===== src/rtl/bus_responder_timer_if.sv =====
// CPU data-bus req/ack channel between an initiator (master) and a
// memory-mapped responder (slave).
interface bus_responder_timer_if #(
   parameter int unsigned ADDR_W = 32
);
   localparam int unsigned DATA_W = 32;

   logic              req;
   logic              we;
   logic [ADDR_W-1:0] addr;
   logic [DATA_W-1:0] wdata;
   logic              ack;
   logic [DATA_W-1:0] rdata;

   modport master (
      output req,
      output we,
      output addr,
      output wdata,
      input  ack,
      input  rdata
   );

   modport slave (
      input  req,
      input  we,
      input  addr,
      input  wdata,
      output ack,
      output rdata
   );
endinterface


===== src/rtl/bus_responder_timer.sv =====
// Memory-mapped bus responder with a 32-bit timer/compare peripheral.
// A 16-byte window at BASE_ADDR holds CTRL, CMP, COUNT and STATUS; every
// access is acknowledged after WAIT_CYCLES wait states, hit or miss.
// Optional macro BUS_RESP_ERR_EN: miss reads return 32'hDEAD_BEEF and any
// miss sets the sticky STATUS[1] error flag (write-1-to-clear).
module bus_responder_timer #(
   parameter int unsigned       ADDR_W      = 32,
   parameter logic [ADDR_W-1:0] BASE_ADDR   = ADDR_W'(32'h0000_FF00),
   parameter int unsigned       WAIT_CYCLES = 1
) (
   input  logic                 clk,
   input  logic                 rst,
   bus_responder_timer_if.slave bus,
   output logic                 irq
);

   localparam int unsigned DATA_W = 32;
   localparam int unsigned WCNT_W = 4;
   localparam int unsigned IDX_W  = 2;

   // FSM encoding
   localparam logic [1:0] ST_IDLE = 2'd0;
   localparam logic [1:0] ST_WAIT = 2'd1;
   localparam logic [1:0] ST_RESP = 2'd2;

   // Register index, taken from addr[3:2]
   localparam logic [IDX_W-1:0] REG_CTRL   = 2'd0;
   localparam logic [IDX_W-1:0] REG_CMP    = 2'd1;
   localparam logic [IDX_W-1:0] REG_COUNT  = 2'd2;
   localparam logic [IDX_W-1:0] REG_STATUS = 2'd3;

`ifdef BUS_RESP_ERR_EN
   localparam logic [DATA_W-1:0] MISS_RDATA = 32'hDEAD_BEEF;
`else
   localparam logic [DATA_W-1:0] MISS_RDATA = 32'h0000_0000;
`endif

   // FSM and wait-state counter
   logic [1:0]        state;
   logic [1:0]        state_nxt;
   logic [WCNT_W-1:0] wcnt;
   logic [WCNT_W-1:0] wcnt_nxt;

   // Transaction captured in IDLE
   logic              lat_we;
   logic              lat_hit;
   logic [IDX_W-1:0]  lat_idx;
   logic [DATA_W-1:0] lat_wdata;

   // Peripheral registers
   logic [1:0]        ctrl;
   logic [DATA_W-1:0] cmp;
   logic [DATA_W-1:0] count;
   logic              match;
   logic              err;

   // Decode and datapath helpers
   logic              hit_c;
   logic              sel_hit_c;
   logic              sel_we_c;
   logic [IDX_W-1:0]  sel_idx_c;
   logic [DATA_W-1:0] rd_val_c;
   logic              enter_resp_c;
   logic              commit_c;
   logic              wr_ctrl_c;
   logic              wr_cmp_c;
   logic              wr_count_c;
   logic              wr_status_c;
   logic              count_en_c;
   logic              match_set_c;

   // Byte-lane bits of the address carry no meaning for word registers
   logic unused_addr_lsb;
   assign unused_addr_lsb = ^bus.addr[1:0];

   // Window decode on the live bus address
   assign hit_c = (bus.addr[ADDR_W-1:4] == BASE_ADDR[ADDR_W-1:4]);

   // State and wait-counter register
   always_ff @(posedge clk) begin
      if (rst) begin
         state <= ST_IDLE;
         wcnt  <= '0;
      end else begin
         state <= state_nxt;
         wcnt  <= wcnt_nxt;
      end
   end

   // Next-state logic: req is only looked at in IDLE
   always_comb begin
      state_nxt = state;
      wcnt_nxt  = wcnt;
      case (state)
         ST_IDLE: begin
            if (bus.req) begin
               if (WAIT_CYCLES == 0) begin
                  state_nxt = ST_RESP;
               end else begin
                  state_nxt = ST_WAIT;
                  wcnt_nxt  = WCNT_W'(WAIT_CYCLES);
               end
            end
         end
         ST_WAIT: begin
            if (wcnt <= WCNT_W'(1)) begin
               state_nxt = ST_RESP;
               wcnt_nxt  = '0;
            end else begin
               wcnt_nxt = wcnt - WCNT_W'(1);
            end
         end
         ST_RESP: begin
            state_nxt = ST_IDLE;
         end
         default: begin
            state_nxt = ST_IDLE;
            wcnt_nxt  = '0;
         end
      endcase
   end

   // Capture the request so the initiator may drop req early
   always_ff @(posedge clk) begin
      if (rst) begin
         lat_we    <= 1'b0;
         lat_hit   <= 1'b0;
         lat_idx   <= '0;
         lat_wdata <= '0;
      end else if ((state == ST_IDLE) && bus.req) begin
         lat_we    <= bus.we;
         lat_hit   <= hit_c;
         lat_idx   <= bus.addr[3:2];
         lat_wdata <= bus.wdata;
      end
   end

   // With zero wait states RESP is entered on the capture edge, so use the live bus there
   always_comb begin
      sel_hit_c = lat_hit;
      sel_we_c  = lat_we;
      sel_idx_c = lat_idx;
      if (state == ST_IDLE) begin
         sel_hit_c = hit_c;
         sel_we_c  = bus.we;
         sel_idx_c = bus.addr[3:2];
      end
   end

   // Read mux over the register file
   always_comb begin
      rd_val_c = MISS_RDATA;
      if (sel_hit_c) begin
         case (sel_idx_c)
            REG_CTRL:   rd_val_c = {30'd0, ctrl};
            REG_CMP:    rd_val_c = cmp;
            REG_COUNT:  rd_val_c = count;
            REG_STATUS: rd_val_c = {30'd0, err, match};
            default:    rd_val_c = MISS_RDATA;
         endcase
      end
   end

   assign enter_resp_c = (state_nxt == ST_RESP);

   // Ack pulse and read data, both registered on the edge entering RESP
   always_ff @(posedge clk) begin
      if (rst) begin
         bus.ack   <= 1'b0;
         bus.rdata <= '0;
      end else begin
         bus.ack <= enter_resp_c;
         if (enter_resp_c && !sel_we_c) begin
            bus.rdata <= rd_val_c;
         end
      end
   end

   // Writes commit on the edge leaving RESP
   assign commit_c    = (state == ST_RESP);
   assign wr_ctrl_c   = commit_c && lat_we && lat_hit && (lat_idx == REG_CTRL);
   assign wr_cmp_c    = commit_c && lat_we && lat_hit && (lat_idx == REG_CMP);
   assign wr_count_c  = commit_c && lat_we && lat_hit && (lat_idx == REG_COUNT);
   assign wr_status_c = commit_c && lat_we && lat_hit && (lat_idx == REG_STATUS);

   assign count_en_c  = ctrl[0];
   assign match_set_c = count_en_c && (count == cmp);

   // Control and compare registers
   always_ff @(posedge clk) begin
      if (rst) begin
         ctrl <= '0;
         cmp  <= '0;
      end else begin
         if (wr_ctrl_c) begin
            ctrl <= lat_wdata[1:0];
         end
         if (wr_cmp_c) begin
            cmp <= lat_wdata;
         end
      end
   end

   // Free-running counter; a bus write wins over the increment
   always_ff @(posedge clk) begin
      if (rst) begin
         count <= '0;
      end else if (wr_count_c) begin
         count <= lat_wdata;
      end else if (count_en_c) begin
         count <= count + DATA_W'(1);
      end
   end

   // Sticky match flag; a hardware set wins over a W1C
   always_ff @(posedge clk) begin
      if (rst) begin
         match <= 1'b0;
      end else if (match_set_c) begin
         match <= 1'b1;
      end else if (wr_status_c && lat_wdata[0]) begin
         match <= 1'b0;
      end
   end

   // Sticky miss-error flag
   always_ff @(posedge clk) begin
      if (rst) begin
         err <= 1'b0;
`ifdef BUS_RESP_ERR_EN
      end else if (commit_c && !lat_hit) begin
         err <= 1'b1;
      end else if (wr_status_c && lat_wdata[1]) begin
         err <= 1'b0;
`else
      end else begin
         err <= 1'b0;
`endif
      end
   end

   // Level interrupt straight from registers
   assign irq = match && ctrl[1];

endmodule

===== src/flat_wrapper.sv =====
// flat-port wrapper written by rule: the top's interface ports become plain ports
module bus_responder_timer_flat 
#(
   parameter int unsigned       ADDR_W      = 32,
   parameter logic [ADDR_W-1:0] BASE_ADDR   = ADDR_W'(32'h0000_FF00),
   parameter int unsigned       WAIT_CYCLES = 1
)
  (clk, rst, irq, bus_req, bus_we, bus_addr, bus_wdata, bus_ack, bus_rdata);
  bus_responder_timer_if #(.ADDR_W(ADDR_W)) bus_i ();
  input  logic clk;
  input  logic rst;
  output logic irq;
  input wire logic [$bits(bus_i.req)-1:0] bus_req;
  input wire logic [$bits(bus_i.we)-1:0] bus_we;
  input wire logic [$bits(bus_i.addr)-1:0] bus_addr;
  input wire logic [$bits(bus_i.wdata)-1:0] bus_wdata;
  output wire logic [$bits(bus_i.ack)-1:0] bus_ack;
  output wire logic [$bits(bus_i.rdata)-1:0] bus_rdata;
  assign bus_i.req = bus_req;
  assign bus_i.we = bus_we;
  assign bus_i.addr = bus_addr;
  assign bus_i.wdata = bus_wdata;
  assign bus_ack = bus_i.ack;
  assign bus_rdata = bus_i.rdata;
  bus_responder_timer #(.ADDR_W(ADDR_W), .BASE_ADDR(BASE_ADDR), .WAIT_CYCLES(WAIT_CYCLES)) u_core (.clk(clk), .rst(rst), .bus(bus_i), .irq(irq));
endmodule

===== config.mk =====
export PLATFORM = sky130hd
export DESIGN_NAME = bus_responder_timer_flat
export DESIGN_NICKNAME = d
export VERILOG_FILES = /design/src/rtl/bus_responder_timer_if.sv /design/src/rtl/bus_responder_timer.sv /design/src/flat_wrapper.sv
export SDC_FILE = /design/constraint.sdc
export NUM_CORES = 1
export LEC_CHECK = 0
export CAP_MARGIN = 20
export CORE_ASPECT_RATIO = 1.75
export CORE_MARGIN = 4
export CORE_UTILIZATION = 45
export CTS_BUF_LIST = sky130_fd_sc_hd__clkbuf_8
export CTS_CLUSTER_SIZE = 10
export DETAILED_ROUTE_END_ITERATION = 8
export HOLD_SLACK_MARGIN = 0.15
export PLACE_DENSITY_LB_ADDON = 0.08
export RECOVER_POWER = 25
export SYNTH_ARGS = -nofsm -noshare
export SYNTH_HDL_FRONTEND = slang
export SYNTH_SLANG_ARGS = --single-unit
export TNS_END_PERCENT = 50

===== constraint.sdc =====
create_clock -name clk -period 1.6 [get_ports clk]
set_input_delay 0.32 -clock clk [delete_from_list [all_inputs] [get_ports clk]]
set_output_delay 0.32 -clock clk [all_outputs]
set_load 0.1 [all_outputs]

## Word level (Yosys, flattened, before mapping)

Cells that the tools add are included.
W data, S select, Z words.

- Output and inout port bits: 34
- Bits in registers: 142

- Magnitude comparators: 1
- Bitwise gates (word level): 1
- Reductions and logical operators: 18
- Equal/unequal tests: 12
- Multiplexer cells: 15
- Add/subtract/negate cells: 2

Operator list:

| operator | number |
|---|---|
| $pmux W32 S4 | 1 |
| $mux W32 | 3 |
| $add A32 B1 Y32 const B | 1 |
| $eq A32 B32 Y1 | 1 |
| $eq A28 B12 Y1 const B | 1 |
| $eq A2 B2 Y1 const B | 6 |
| $pmux W4 S3 | 1 |
| $logic_and A1 B1 Y1 | 11 |
| $mux W4 | 2 |
| $eq A2 B1 Y1 const B | 3 |
| $logic_not A2 Y1 | 3 |
| $mux W2 | 3 |
| $le A4 B1 Y1 const B | 1 |
| $mux W1 | 4 |
| $pmux W2 S2 | 1 |
| $reduce_bool A2 Y1 | 2 |
| $sub A4 B1 Y4 const B | 1 |
| $ne A2 B2 Y1 const B | 1 |
| $reduce_and A2 Y1 | 1 |
| $logic_not A1 Y1 | 1 |
| $not A1 Y1 | 1 |

## Longest topological paths before layout

- Word-level depth: 7
- Depth in mapped cells: 9
- Mapped depth without buffers: 7

## Least setup slack after synthesis

No wires, ideal clock.

- Kind: register -> register
- Start point: reg u_core.wcnt[0]
- End point: reg u_core.bus.rdata[10]
- Stages on the path, launching flop included: 9
- Setup slack: -199 ps
- Clock period less this slack: 1,799 ps
- Path buffers: 2
- Setup time: 128 ps
- Required time: 1,472 ps
- Arrival: 1,671 ps
- Path through: dfxtp_1 -> inv_1 -> ha_1 -> nor2_1 -> or4b_1 -> buf_2 -> clkbuf_1 -> a22oi_1 -> nor2_1

- Word-level cells in the longest chain between the ends: 5

RTL lines:

| item | RTL line | text |
|---|---|---|
| start, declared | bus_responder_timer.sv:41 | `logic [WCNT_W-1:0] wcnt;` |
| start signal, assigned | bus_responder_timer.sv:86 | `wcnt <= wcnt_nxt;` |
| $le A4 B1 Y1 | bus_responder_timer.sv:106 | `if (wcnt <= WCNT_W'(1)) begin` |
| $mux W2 | bus_responder_timer.sv:106 |  |
| $pmux W2 S2 | bus_responder_timer.sv:94 | `case (state)` |
| $eq A2 B2 Y1 | bus_responder_timer.sv:164 | `assign enter_resp_c = (state_nxt == ST_RESP);` |
| $logic_and A1 B1 Y1 | bus_responder_timer.sv:173 | `if (enter_resp_c && !sel_we_c) begin` |
| end signal, assigned | bus_responder_timer.sv:174 | `bus.rdata <= rd_val_c;` |
| end, declared | bus_responder_timer_if.sv:30 | `output rdata` |

Every way passes these cells.
A chain may end at the register's enable or synchronous reset.

## Worst setup path after layout

- Start point: reg u_core.wcnt[0]
- End point: reg u_core.bus.rdata[0]

Same word-level chain as after synthesis.

==> results_dict.tcl <==
set metrics [dict create \
    route.detailed.drc 0 \
    floorplan.initialDensity 0.461 \
    largest_net_degree_at_the_start_of_global_routing 63 \
    p_leak_nw 3.62 \
    timing.final.crit_share 1.13 \
    synth.avg_cell_area_um2 8.19 \
    finalNetCount 1020 \
    cellInternalPower_mw 5.87 \
    wl_um 20400 \
    timing.hold.worst.start "rst" \
    place_area_um2 8600 \
    hold_violations 0 \
    clk_path_buf_depth 2 \
    detailed_place_hpwl_um 14200 \
    core-area_um2 14000 \
    max_cap_violations 0 \
    synth_top_cell_by_area "sky130_fd_sc_hd__dfxtp_1" \
    placer_congestion_estimate 0.903 \
    report.final.slew_viol_count 0 \
    number_of_distinct_library_cells_after_synthesis 44 \
    powerDensity_nw_per_um2 827 \
    worst-r2r-setup-slack_ps -210 \
    grt_setup_unrepaired "yes" \
    route.detailed.wl_per_inst_um 18.0 \
    clock_pin_transition_on_the_worst_setup_and_hold_timing_paths_ps 80 \
    grt_pass1_wl_um 31100 \
    timing.critical_path.to_type "register" \
    drive_above_1_share 0.301 \
    power.net_switching_mw 1.94 \
    clock_power_share 0.421 \
    chipWidth_um 98.4 \
    irDropWorstVdd_mv 0.530 \
    status "finished with violations" \
    finish.utilization 0.676 \
    whs_path_depth 4 \
    fmax_mhz 553 \
    place.port_buffers 99 \
    grt_util_all_layers 0.237 \
    rows 57 \
    synth_sequential_area_ratio 0.441 \
    design_power_total_mw 7.81 \
    yosysMostFrequentCell "sky130_fd_sc_hd__nand2_1" \
    timing_worst_slew_pin_value_ps 364 \
    tritoncts "yes" \
    syn-num-nets 857 \
    final_area_um2 9450 \
    min_path_type "primary input to register" \
    yosysWarningCount 0 \
    timing.critical_path.arrival_ps 2190 \
    clkSinkCount 142 \
    regToRegStartpoint "u_core.wcnt[0]" \
    ctsHoldBuffers 0 \
    netlist_instances 786 \
    p_sw_frac 0.249 \
    fp.dieH_um 166 \
    postSynthRegisterBits 142 \
    drt.antenna.violating_nets 0 \
    final.min_clock_period_ps 1810 \
    worst_slew_margin_relative_to_its_limit 0.757 \
    required_time_reported_for_the_critical_path_endpoint_ps 1980 \
    via_per_inst 5.65 \
    number_of_buffers_inserted_during_clock_tree_synthesis 17 \
    synth_common_cells "sky130_fd_sc_hd__nand2_1 (157), sky130_fd_sc_hd__dfxtp_1 (142), sky130_fd_sc_hd__a21oi_1 (78)" \
    number_of_synthesized_flops_with_an_enable_pin 0 \
    critical_path.startpoint_type "register" \
    nFillCells 1140 \
    design.die.area_um2 16400 \
    rr_endpoint "u_core.bus.rdata[0]" \
    number_of_h_tree_levels 4 \
    pwr-share-seq 0.474 \
    fin_setup_tns_ps -6790 \
    finalSetupViolations 67 \
    clk_latency_ps 460 \
    worstSetupPathType "register to register" \
    failed_checks "setup timing" \
    firstDrtPassIters 5 \
    antenna_found_initial 0 \
    clockRootBuffer "sky130_fd_sc_hd__clkbuf_8" \
    hold_path_end "u_core.match" \
    async_flop_share 0 \
    floorplan.io_pins 102 \
    first_global_vias 6445 \
    timing.critical_path.fanout_max 4 \
    pwr-share-comb 0.106 \
    netlist.area_leader.share 0.441 \
    rr_worst_depth 6 \
    synthesis.area_um2 6440 \
    synth_top_flop_cell "sky130_fd_sc_hd__dfxtp_1" \
    antennaDiodeCount 0 \
    worst_clock_skew_ps 15.0 \
    gr-total-overflow 0 \
    drt_iter0_markers 314 \
    synth_area_leaders "sky130_fd_sc_hd__dfxtp_1 (44%), sky130_fd_sc_hd__nand2_1 (9.2%), sky130_fd_sc_hd__a21oi_1 (6.1%)" \
    worst_slack_ps -210 \
    total_number_of_vias 6435 \
    syn_to_final_growth_pct 46.7 \
]
[metrics by stage]
stage	instances	hold slack (ps)	worst slack [ps]
floorplan	786	439	-134
global placement	1094	458	-426
detailed placement	1094	469	-458
CTS	1130	245	-178
global route	1139	247	-274
finish	1139	237	-210
[how the worst max path moves through the flow]
stage / slack [ps] / start / cells after the start / endpoint
after floorplan: -130 / u_core.wcnt[1] / 8 / u_core.bus.rdata[13]
after global placement: -430 / bus_addr[2] / 7 / u_core.bus.rdata[21]
after detailed placement: -460 / bus_addr[2] / 7 / u_core.bus.rdata[2]
after CTS: -180 / u_core.wcnt[1] / 7 / u_core.bus.rdata[9]
after global routing: -270 / u_core.wcnt[0] / 8 / u_core.bus.rdata[19]
final: -210 / u_core.wcnt[0] / 6 / u_core.bus.rdata[0]
[worst max-delay path, stage by stage (launching register included)]
cell and delay (ps):
sky130_fd_sc_hd__dfxtp_4 370, sky130_fd_sc_hd__inv_4 60, sky130_fd_sc_hd__ha_4 120, sky130_fd_sc_hd__nor2_2 40, sky130_fd_sc_hd__or4b_4 590, sky130_fd_sc_hd__or3_4 430, sky130_fd_sc_hd__o21ai_2 120
[area by class of cell]
cell class	count	area [um2]	area share
clock buffer	17	234	0.0248
clock inverter	15	219	0.0232
inverter	6	27.5	0.00291
multi-input combinational	574	3760	0.398
sequential	142	2870	0.304
tap	177	221	0.0234
timing repair buffer	208	2120	0.224
[power by group through the flow]
stage                     clock network, mW  registers, mW  logic (mW)
after floorplan                           0           3.76       0.398
after global placement                    0           3.78       0.758
after detailed placement                  0           3.78       0.785
after CTS                              3.33           3.70       0.807
after global routing                   3.46           3.71       0.888
final                                  3.29           3.70       0.826
[per-layer routing]
metal	up-vias	GRT usage	wire length, um
met1	3056	0.239	7350
met5	-	0	0
met4	0	0.125	980
met2	243	0.445	11000
met3	67	0.0483	1160
li1	3069	-	-
[placed cells by master (no fill, tap or decap), drive strengths merged, types with 5 or more instances in the layout]
master / instances
nand2: 157
dfxtp: 142
buf: 121
a21oi: 78
nor2: 76
clkdlybuf4s50: 64
clkbuf: 40
xnor2: 33
a22oi: 31
a22o: 30
xor2: 26
a211oi: 23
nand4: 21
o21ai: 13
nand3: 10
nor3: 10
inv: 10
mux2i: 8
nor4: 8
and3: 7
and4: 6
bufinv: 5
clkinv: 5
[registers in the layout (all words and copies together), names as in the netlist]
| signal | flops |
|---|---|
| u_core.bus.rdata | 32 |
| u_core.cmp | 32 |
| u_core.count | 32 |
| u_core.lat_wdata | 32 |
| u_core.wcnt | 4 |
| u_core.ctrl | 2 |
| u_core.lat_idx | 2 |
| u_core.state | 2 |
| u_core.bus.ack | 1 |
| u_core.lat_hit | 1 |
| u_core.lat_we | 1 |
| u_core.match | 1 |
[timing repair]
item,4_1_cts,5_1_grt
setup buffers,2,7
pin swaps,6,37
gates resized for setup,39,94
endpoints found under the setup margin,87,95
cloned,2,2
[logic make-up (layout without fill, tap and decap cells)]
| group | count (synthesis) | count (layout) | share of synthesized area |
|---|---|---|---|
| AO/OA/AOI/OAI | 183 | 183 | 0.184 |
| XOR/XNOR | 59 | 59 | 0.0802 |
| adder cells (fa/ha/maj) | 3 | 3 | 0.00583 |
| AND/OR/NAND/NOR | 319 | 319 | 0.225 |
| multiplexers | 10 | 10 | 0.0159 |
| flip-flops | 142 | 142 | 0.441 |
| buffers and inverters | 70 | 246 | 0.0478 |
No activity file was read; power rests on OpenSTA's default activity.
